<file path="config.mk">
export PLATFORM = sky130hd
export DESIGN_NAME = rr_arbiter_8
export DESIGN_NICKNAME = d
export VERILOG_FILES = /design/src/rtl/rr_arbiter_pkg.sv /design/src/rtl/rr_pick.sv /design/src/rtl/rr_arbiter_8.sv
export SDC_FILE = /design/constraint.sdc
export NUM_CORES = 1
export LEC_CHECK = 0
export BUFFER_PORTS_ARGS = -buffer_cell sky130_fd_sc_hd__clkbuf_2
export CELL_PAD_IN_SITES_DETAIL_PLACEMENT = 0
export CELL_PAD_IN_SITES_GLOBAL_PLACEMENT = 1
export CORE_MARGIN = 8
export CORE_UTILIZATION = 40
export DETAILED_ROUTE_END_ITERATION = 7
export GPL_ROUTABILITY_DRIVEN = 0
export PLACE_DENSITY = 0.76
export SLEW_MARGIN = 20
export SYNTH_ARGS = -nofsm -noshare
export SYNTH_HDL_FRONTEND = slang
export SYNTH_SLANG_ARGS = --single-unit
</file>
<file path="constraint.sdc">
create_clock -name clk -period 3.2 [get_ports clk]
set_input_delay 0.16 -clock clk [delete_from_list [all_inputs] [get_ports clk]]
set_output_delay 0.16 -clock clk [all_outputs]
set_load 0.03 [all_outputs]
</file>
<file path="src/rtl/rr_arbiter_pkg.sv">
// ============================================================================
// Module   : rr_arbiter_pkg
// Purpose  : Shared sizes, FSM state type and release-cause codes for the
//            eight-way round-robin arbiter.
// Contents : N_REQ, IDX_W, state_t {IDLE, BUSY}, REL_* release causes.
// Revision : 1.0 - initial release
// ============================================================================
`default_nettype none

package rr_arbiter_pkg;

  localparam int N_REQ = 8;
  localparam int IDX_W = 3;

  typedef enum logic [0:0] {
    IDLE = 1'b0,
    BUSY = 1'b1
  } state_t;

  // Why a grant ended; used to classify observed releases.
  localparam logic [1:0] REL_DONE     = 2'd0;
  localparam logic [1:0] REL_WITHDRAW = 2'd1;
  localparam logic [1:0] REL_TIMEOUT  = 2'd2;
  localparam logic [1:0] REL_RESET    = 2'd3;

endpackage

`default_nettype wire

</file>
<file path="src/rtl/rr_pick.sv">
// ============================================================================
// Module   : rr_pick
// Purpose  : Combinational circular priority search. Starting at ptr_i and
//            walking ptr_i, ptr_i+1, ... (mod 8), selects the first set
//            request bit and reports it as one-hot and as a binary index.
// Ports    : req_i      [7:0] request vector
//            ptr_i      [2:0] highest-priority position this cycle
//            pick_o     [7:0] one-hot winner (zero when no request)
//            pick_idx_o [2:0] binary index of winner (zero when no request)
//            any_o            at least one request is set
// Revision : 1.0 - initial release
// ============================================================================
`default_nettype none

module rr_pick
  import rr_arbiter_pkg::*;
(
  input  logic [N_REQ-1:0] req_i,
  input  logic [IDX_W-1:0] ptr_i,
  output logic [N_REQ-1:0] pick_o,
  output logic [IDX_W-1:0] pick_idx_o,
  output logic             any_o
);

  logic [IDX_W-1:0] w_offset;
  logic             w_found;
  logic [IDX_W-1:0] w_idx;

  // Scan offsets from farthest to nearest so the nearest set bit (relative
  // to ptr_i) is the last writer and wins. The 3-bit sum wraps mod 8.
  always_comb begin
    w_offset = '0;
    w_found  = 1'b0;
    for (int i = N_REQ - 1; i >= 0; i--) begin
      if (req_i[ptr_i + IDX_W'(i)]) begin
        w_offset = IDX_W'(i);
        w_found  = 1'b1;
      end
    end
  end

  assign w_idx      = ptr_i + w_offset;
  assign any_o      = w_found;
  assign pick_idx_o = w_found ? w_idx : '0;
  assign pick_o     = w_found ? (N_REQ'(1) << w_idx) : '0;

endmodule

`default_nettype wire

</file>
<file path="src/rtl/rr_arbiter_8.sv">
// ============================================================================
// Module   : rr_arbiter_8
// Purpose  : Eight-way round-robin arbiter with registered one-hot grant,
//            encoded index and an optional hold timeout. A grant is held
//            until done, request withdrawal, or MAX_HOLD cycles elapse; each
//            grant is followed by a single IDLE bubble cycle.
// Params   : MAX_HOLD   max cycles a grant may be held (0 = no timeout)
// Ports    : clk              rising-edge clock
//            rst              synchronous active-high reset
//            req_i      [7:0] level-sensitive requests
//            done_i           completion pulse for the current grant
//            gnt_o      [7:0] one-hot grant
//            gnt_idx_o  [2:0] index of granted requester (0 when idle)
//            gnt_valid_o      grant active (|gnt_o)
//            timeout_o        one-cycle pulse after a timeout revoke
// Revision : 1.0 - initial release
// ============================================================================
`default_nettype none

module rr_arbiter_8
  import rr_arbiter_pkg::*;
#(
  parameter int MAX_HOLD = 16
) (
  input  logic             clk,
  input  logic             rst,
  input  logic [N_REQ-1:0] req_i,
  input  logic             done_i,
  output logic [N_REQ-1:0] gnt_o,
  output logic [IDX_W-1:0] gnt_idx_o,
  output logic             gnt_valid_o,
  output logic             timeout_o
);

  // A zero MAX_HOLD would give a zero-width counter; keep one bit instead.
  localparam int c_CNT_W = (MAX_HOLD > 0) ? $clog2(MAX_HOLD + 1) : 1;
  localparam bit c_TIMER_EN = (MAX_HOLD != 0);
  localparam logic [c_CNT_W-1:0] c_HOLD_LAST =
      c_CNT_W'((MAX_HOLD > 0) ? (MAX_HOLD - 1) : 0);

  state_t             state_q,   state_d;
  logic [IDX_W-1:0]   ptr_q,     ptr_d;
  logic [c_CNT_W-1:0] cnt_q,     cnt_d;
  logic [N_REQ-1:0]   gnt_q,     gnt_d;
  logic [IDX_W-1:0]   gnt_idx_q, gnt_idx_d;
  logic               timeout_q, timeout_d;

  logic [N_REQ-1:0]   w_pick;
  logic [IDX_W-1:0]   w_pick_idx;
  logic               w_any;
  logic               w_withdrawn;
  logic               w_hold_expired;
  logic               w_release;

  rr_pick u_pick (
    .req_i      (req_i),
    .ptr_i      (ptr_q),
    .pick_o     (w_pick),
    .pick_idx_o (w_pick_idx),
    .any_o      (w_any)
  );

  assign w_withdrawn    = ~req_i[gnt_idx_q];
  assign w_hold_expired = c_TIMER_EN && (cnt_q == c_HOLD_LAST);
  assign w_release      = done_i | w_withdrawn | w_hold_expired;

  always_ff @(posedge clk) begin
    if (rst) begin
      state_q   <= IDLE;
      ptr_q     <= '0;
      cnt_q     <= '0;
      gnt_q     <= '0;
      gnt_idx_q <= '0;
      timeout_q <= 1'b0;
    end else begin
      state_q   <= state_d;
      ptr_q     <= ptr_d;
      cnt_q     <= cnt_d;
      gnt_q     <= gnt_d;
      gnt_idx_q <= gnt_idx_d;
      timeout_q <= timeout_d;
    end
  end

  always_comb begin
    state_d   = state_q;
    ptr_d     = ptr_q;
    cnt_d     = cnt_q;
    gnt_d     = gnt_q;
    gnt_idx_d = gnt_idx_q;
    timeout_d = 1'b0;

    case (state_q)
      IDLE: begin
        if (w_any) begin
          gnt_d     = w_pick;
          gnt_idx_d = w_pick_idx;
          cnt_d     = '0;
          state_d   = BUSY;
        end
      end

      BUSY: begin
        if (w_release) begin
          gnt_d     = '0;
          gnt_idx_d = '0;
          cnt_d     = '0;
          ptr_d     = gnt_idx_q + IDX_W'(1);
          state_d   = IDLE;
          // Only flag a timeout when the counter alone ended the grant;
          // done or withdrawal on the same edge take precedence.
          timeout_d = ~done_i & ~w_withdrawn;
        end else begin
          cnt_d = cnt_q + c_CNT_W'(1);
        end
      end

      default: begin
        state_d = IDLE;
      end
    endcase
  end

  assign gnt_o       = gnt_q;
  assign gnt_idx_o   = gnt_idx_q;
  assign gnt_valid_o = |gnt_q;
  assign timeout_o   = timeout_q;

endmodule

`default_nettype wire

</file>
# Word-level counts from Yosys, hierarchy flattened
# Index checks and enable logic that the tools add are counted.
[totals]
regBits = 21
out_inout_bits = 13
in_bits = 11
word_cells = 86
[classes]
n_bitwise = 7
magnitude_cmp = 9
mux = 46
shift = 1
n_addsub = 10
eq_ne = 3
reduce_logical = 4
[op_table]
columns = ["operator", "count"]
rows = [
  ["less-than comparator 3 x 4 -> 1 bit, second input constant", 9],
  ["two-way mux 3 bit", 10],
  ["binary-select mux 1 bit (select 3 bit)", 9],
  ["two-way mux 1 bit", 19],
  ["two-way mux 8 bit", 2],
  ["case mux 8 bit (2 select lines)", 1],
  ["adder 3 bit, second input constant", 4],
  ["two-way mux 5 bit", 2],
  ["case mux 5 bit (2 select lines)", 1],
  ["OR reduction 8 bit", 1],
  ["<< shifter 1 x 3 -> 8 bit, first input constant", 1],
  ["adder 3 x 1 -> 3 bit, second input constant", 2],
  ["adder 3 x 2 -> 3 bit, second input constant", 2],
  ["case mux 3 bit (2 select lines)", 1],
  ["adder 5 x 1 -> 5 bit, second input constant", 1],
  ["equality test 5 x 4 -> 1 bit, second input constant", 1],
  ["!= test 2 x 1 -> 1 bit, second input constant", 2],
  ["inverter 1 bit", 4],
  ["AND reduction 2 bit", 2],
  ["adder 3 bit", 1],
  ["OR reduction 3 bit", 1],
  ["OR 1 bit", 2],
  ["case mux 1 bit (2 select lines)", 1],
  ["bitwise AND 1 bit", 1],
]

# Logic depth before layout (Yosys ltp)
[depth]
word_depth = 15
mapped_depth = 15
ltp_nobuf = 13

# Cells and area by module
# Synthesis repeated with hierarchy kept, for this count alone.
[unflattened]
cells_unflattened = 209
hier_area_um2 = 1893.1
[modules_own_cells]
columns = ["module", "seq_area_each_um2", "instances", "cells_per_inst", "area_per_inst_um2"]
rows = [
  ["rr_arbiter_8", 420.4, 1, 120, 1119.8],
  ["rr_pick", 0.0, 1, 89, 773.2],
]

# Least setup slack after synthesis
# No wires, ideal clock.
[synth_path]
kind = "register to register"
start = "reg ptr_q[1]"
end = "reg gnt_q[3], in the netlist gnt_o[3]"
path_slack_ps = -144
n_path_buf = 2
t_required_ps = 3083
path_stages_with_launch = 14
setup_time_ps = 117
period_less_slack_ps = 3344
arrival_time_ps = 3226
cell_sequence = "dfxtp_1 > buf_6 > inv_1 > ha_1 > buf_6 > mux4_1 > mux2_4 > nor2_8 > a21oi_1 > nor2_1 > a21oi_1 > fa_1 > xor2_2 > a32o_1"
[synth_via]
elab_chain_cells = 15
elab_cells_between_ends = 45
classes_between = "8 x add/sub; 1 x eq/ne; 1 x shift; 34 x mux; 1 x reduce/logical"
[synth_lines]
columns = ["item", "line_no", "text"]
rows = [
  ["start, declared", "rr_arbiter_8.sv:42", "logic [IDX_W-1:0] ptr_q, ptr_d;"],
  ["start signal, assigned", "rr_arbiter_8.sv:77", "ptr_q <= ptr_d;"],
  ["adder 3 bit", "rr_pick.sv:35", "if (req_i[ptr_i + IDX_W'(i)]) begin"],
  ["binary-select mux 1 bit (select 3 bit)", "rr_pick.sv:35", ""],
  ["two-way mux 1 bit (implied by the code)", "rr_pick.sv:35", ""],
  ["two-way mux 3 bit (8 in series)", "rr_pick.sv:35", ""],
  ["adder 3 bit", "rr_pick.sv:42", "assign w_idx = ptr_i + w_offset;"],
  ["<< shifter 1 x 3 -> 8 bit", "rr_pick.sv:45", "assign pick_o = w_found ? (N_REQ'(1) << w_idx) : '0;"],
  ["two-way mux 8 bit", "rr_arbiter_8.sv:95", "if (w_any) begin"],
  ["case mux 8 bit (2 select lines)", "rr_arbiter_8.sv:93", "case (state_q)"],
  ["end signal, assigned", "rr_arbiter_8.sv:79", "gnt_q <= gnt_d;"],
  ["end, declared", "rr_arbiter_8.sv:44", "logic [N_REQ-1:0] gnt_q, gnt_d;"],
]
# Several ways; a longest one is shown, not always the timed one. The select of a mux whose other input is x is not followed.
# A chain may end at the register's enable or synchronous reset.

# Worst setup path in the final report
# Same ends and word-level chain as after synthesis.

==> flow_summary.json <==
{
  "outcome": "complete, no violations",
  "clock_sink_count": 21,
  "timing.clock.skew_ps": 5.049,
  "max-cap-violations": 0,
  "post_synth.cell_area_avg_um2": 10.28,
  "antennaDiodeCount": 0,
  "drv_slew": 0,
  "wl_mm": 3.966,
  "fillCellCount": 394,
  "worst_path_max_delay_cell": "sky130_fd_sc_hd__mux4_2",
  "post_synth_num_cell_types": 54,
  "hp-class": "in2reg",
  "synth.yosys.seq_area_share": 0.2463,
  "numPortBuffers": 23,
  "timing.critical_path.mode_cell": "sky130_fd_sc_hd__o32ai_1",
  "critPathTopFamily": "compound AO/OA/AOI/OAI gates",
  "setup-violations-final": 0,
  "leakage_nw": 0.7601,
  "power_density_mw_per_mm2": 643.6,
  "timing.critical_path.arrival_ps": 3300,
  "fin_crit_ps": 3136,
  "yosysWarnings": 0,
  "post_drt_via_cell_ratio": 5.863,
  "htreeDepth": 1,
  "yosys.area.top_type": "sky130_fd_sc_hd__dfxtp_1",
  "worstPathBufferInverterCount": 2,
  "drt_drc_violations_left": 0,
  "post_route_cells_drive_above_1_share": 0.3789,
  "synth-main-ff-cell": "sky130_fd_sc_hd__dfxtp_1",
  "antenna_found_initial": 0,
  "drt_iter0_markers": 93,
  "area_delta_synth_final_pct": 13.49,
  "design.portCount": 24,
  "grt.total_usage": 0.1211,
  "hold_viol": 0,
  "final_min_period_over_clock_period": 0.9800,
  "vias": 1407,
  "synth-async-reset-ratio": 0,
  "worstSetupStartpointType": "flop",
  "yosys-top-cells-area": "sky130_fd_sc_hd__dfxtp_1 (25%), sky130_fd_sc_hd__mux4_2 (15%), sky130_fd_sc_hd__ha_1 (4.4%), sky130_fd_sc_hd__nor2_1 (4.4%), sky130_fd_sc_hd__mux4_1 (3.1%)",
  "syn_nets": 184,
  "dp_hpwl_mm": 3.063,
  "num_rows": 23,
  "worstPathCellList": "buf_4 -> mux4_2 -> nor2_2 -> o32ai_1 -> a221oi_1 -> o32ai_1 -> a31oi_1 -> ha_1 -> inv_1 -> fa_2 -> xor2_2 -> a32o_1",
  "seqCellArea_um2": 421.7,
  "final.setup.tns_ps": 0,
  "vdd_ir_drop_max_mv": 0.2829,
  "clock_latency_ps": 260,
  "vertical_extent_of_the_die_um": 81.32,
  "worst_setup_path_type": "reg2reg",
  "largest_net_degree_at_the_start_of_global_routing": 18,
  "tritoncts": "yes",
  "critical_path.max_stage_delay_ps": 530,
  "fin_nets": 209,
  "synth_top_area_frac": 0.2463,
  "setup.worst_path.end_class": "flop",
  "core_mm2": 0.004058,
  "multi_input_area_mm2": 0.001227,
  "cp_data_required_time_ps": 3360,
  "cts.clk_slew.worst_paths_ps": 80,
  "cp_max_fanout": 13,
  "cells_after_synthesis": 166,
  "num_cts_buffers": 3,
  "floorplan.initialDensity": 0.4206,
  "post_synthesis_instance_area_mm2": 0.001707,
  "wire_length_of_the_first_global_routing_pass_mm": 6.472,
  "detailedRoute.firstPassIterationCount": 4,
  "worst_pin_slew_ps": 807.4,
  "die_w_um": 81.32,
  "first_global_vias": 1421,
  "cts-root-to-sink-buffers": 2,
  "number_of_storage_elements_in_the_synthesis_netlist": 21,
  "total_congestion_overflow_after_global_routing": 0,
  "route.antenna.remaining_nets": 0,
  "fmax_ghz": 0.3189,
  "root_buffer": "sky130_fd_sc_hd__clkbuf_8",
  "worst_slew_margin_rel": 0.4572,
  "floorplan.die_area_mm2": 0.006613,
  "slack_of_the_worst_reg_to_reg_path_ps": 60,
  "fin_util": 0.4773,
  "post_synth_edffs": 0,
  "wl_per_cell_um": 16.53
}
-- registers in the layout, indices dropped and copies added (netlist names) --
signal / count
cnt_q: 5
ptr_q: 3
gnt_idx_o: 3
gnt_o: 8
state_q: 1
timeout_o: 1
-- cell type report --
cell class	count	share of cell area
Tap cell	50	0.03230
Sequential cell	21	0.2177
Timing Repair Buffer	29	0.08269
Inverter	5	0.009690
Clock inverter	1	0.002584
Clock buffer	3	0.02132
Multi-Input combinational cell	131	0.6337
-- layout by cell type, fill, tap and decap left out, types with 3 or more instances in the layout --
cell type / synthesis / routed
sky130_fd_sc_hd__o21ai_0: 4 / 4
sky130_fd_sc_hd__clkbuf_2: 0 / 23
sky130_fd_sc_hd__dfxtp_1: 21 / 20
sky130_fd_sc_hd__and3_1: 3 / 3
sky130_fd_sc_hd__nor3_1: 6 / 4
sky130_fd_sc_hd__ha_1: 6 / 5
sky130_fd_sc_hd__a22o_1: 4 / 4
sky130_fd_sc_hd__mux4_2: 11 / 12
sky130_fd_sc_hd__buf_4: 1 / 6
sky130_fd_sc_hd__o21ai_1: 3 / 3
sky130_fd_sc_hd__mux2i_1: 5 / 4
sky130_fd_sc_hd__nand2b_1: 3 / 3
sky130_fd_sc_hd__nor2_1: 20 / 19
sky130_fd_sc_hd__xor2_1: 3 / 3
sky130_fd_sc_hd__clkbuf_8: 0 / 3
sky130_fd_sc_hd__inv_1: 5 / 5
sky130_fd_sc_hd__nand2_1: 8 / 8
sky130_fd_sc_hd__nor4_1: 3 / 3
sky130_fd_sc_hd__a21oi_1: 9 / 8
-- repair_timing --
| action | CTS | global route |
|---|---|---|
| resized for setup | 0 | 8 |
| buffers inserted | 0 | 1 |
| hold buffers | 0 | 0 |
| endpoints found under the setup margin | 0 | 9 |
-- final timing paths --
path | startpoint | to | depth (start not counted)
worst max register to register | ptr_q[1] | gnt_o[3] | 12
worst min register to register | gnt_o[6] | gnt_o[6] | 2
worst max-delay path | ptr_q[1] | gnt_o[3] | 12
worst min-delay path | done_i | timeout_o | 2
-- logic make-up (layout without fill, tap and decap cells) --
family | Yosys count | count (layout) | share of synthesized area
XOR/XNOR | 7 | 7 | 0.04473
buffers and inverters | 14 | 38 | 0.04839
multiplexers | 22 | 22 | 0.2339
AND/OR/NAND/NOR | 59 | 59 | 0.2089
flip-flops | 21 | 21 | 0.2463
adder cells (fa/ha/maj) | 7 | 7 | 0.05572
AO/OA/AOI/OAI | 36 | 36 | 0.1620
-- metal layers --
layer	share of wire	vias up	wire, µm	track usage
li1	-	681	-	-
met1	0.45	685	1797	0.1494
met2	0.49	39	1951	0.2116
met3	0.052	2	205	0.02759
met4	0.0028	0	11	0.01964
met5	0	-	0	0
-- stage by stage --
stage                     total power [mW]  hold WS, ps  area [µm²]  setup WS, ps  instances
after floorplan                     0.9023        238.5        1713         2.886        166
after global placement               1.033        380.4        1862         106.6        235
after detailed placement             1.049        390.0        1862         40.79        235
after CTS                            1.227        110.0        1908         22.66        239
after global routing                 1.336        122.6        1937        -107.0        240
final                                1.247        109.3        1937         63.99        240
-- where the power goes --
part           switching, mW  internal (mW)
logic                  0.411          0.312
registers             0.0470          0.300
clock network         0.0891         0.0868
-- synthesized netlist by cell type (2+ instances only) --
cell,number
sky130_fd_sc_hd__nand2b_1,3
sky130_fd_sc_hd__o31ai_1,2
sky130_fd_sc_hd__nor2b_1,2
sky130_fd_sc_hd__mux4_1,2
sky130_fd_sc_hd__and3_1,3
sky130_fd_sc_hd__buf_6,3
sky130_fd_sc_hd__dfxtp_1,21
sky130_fd_sc_hd__xnor2_1,2
sky130_fd_sc_hd__o21ai_0,4
sky130_fd_sc_hd__nor2_1,20
sky130_fd_sc_hd__o21ai_1,3
sky130_fd_sc_hd__ha_1,6
sky130_fd_sc_hd__inv_1,5
sky130_fd_sc_hd__and2_1,2
sky130_fd_sc_hd__mux2i_1,5
sky130_fd_sc_hd__mux2_2,2
sky130_fd_sc_hd__nand2_1,8
sky130_fd_sc_hd__a22o_1,4
sky130_fd_sc_hd__buf_1,2
sky130_fd_sc_hd__xor2_1,3
sky130_fd_sc_hd__nor3_1,6
sky130_fd_sc_hd__a32o_1,2
sky130_fd_sc_hd__o32ai_1,2
sky130_fd_sc_hd__nand3b_1,2
sky130_fd_sc_hd__nor4_1,3
sky130_fd_sc_hd__a21oi_1,9
sky130_fd_sc_hd__buf_2,3
sky130_fd_sc_hd__mux4_2,11
No activity file was read; power rests on OpenSTA's default activity.
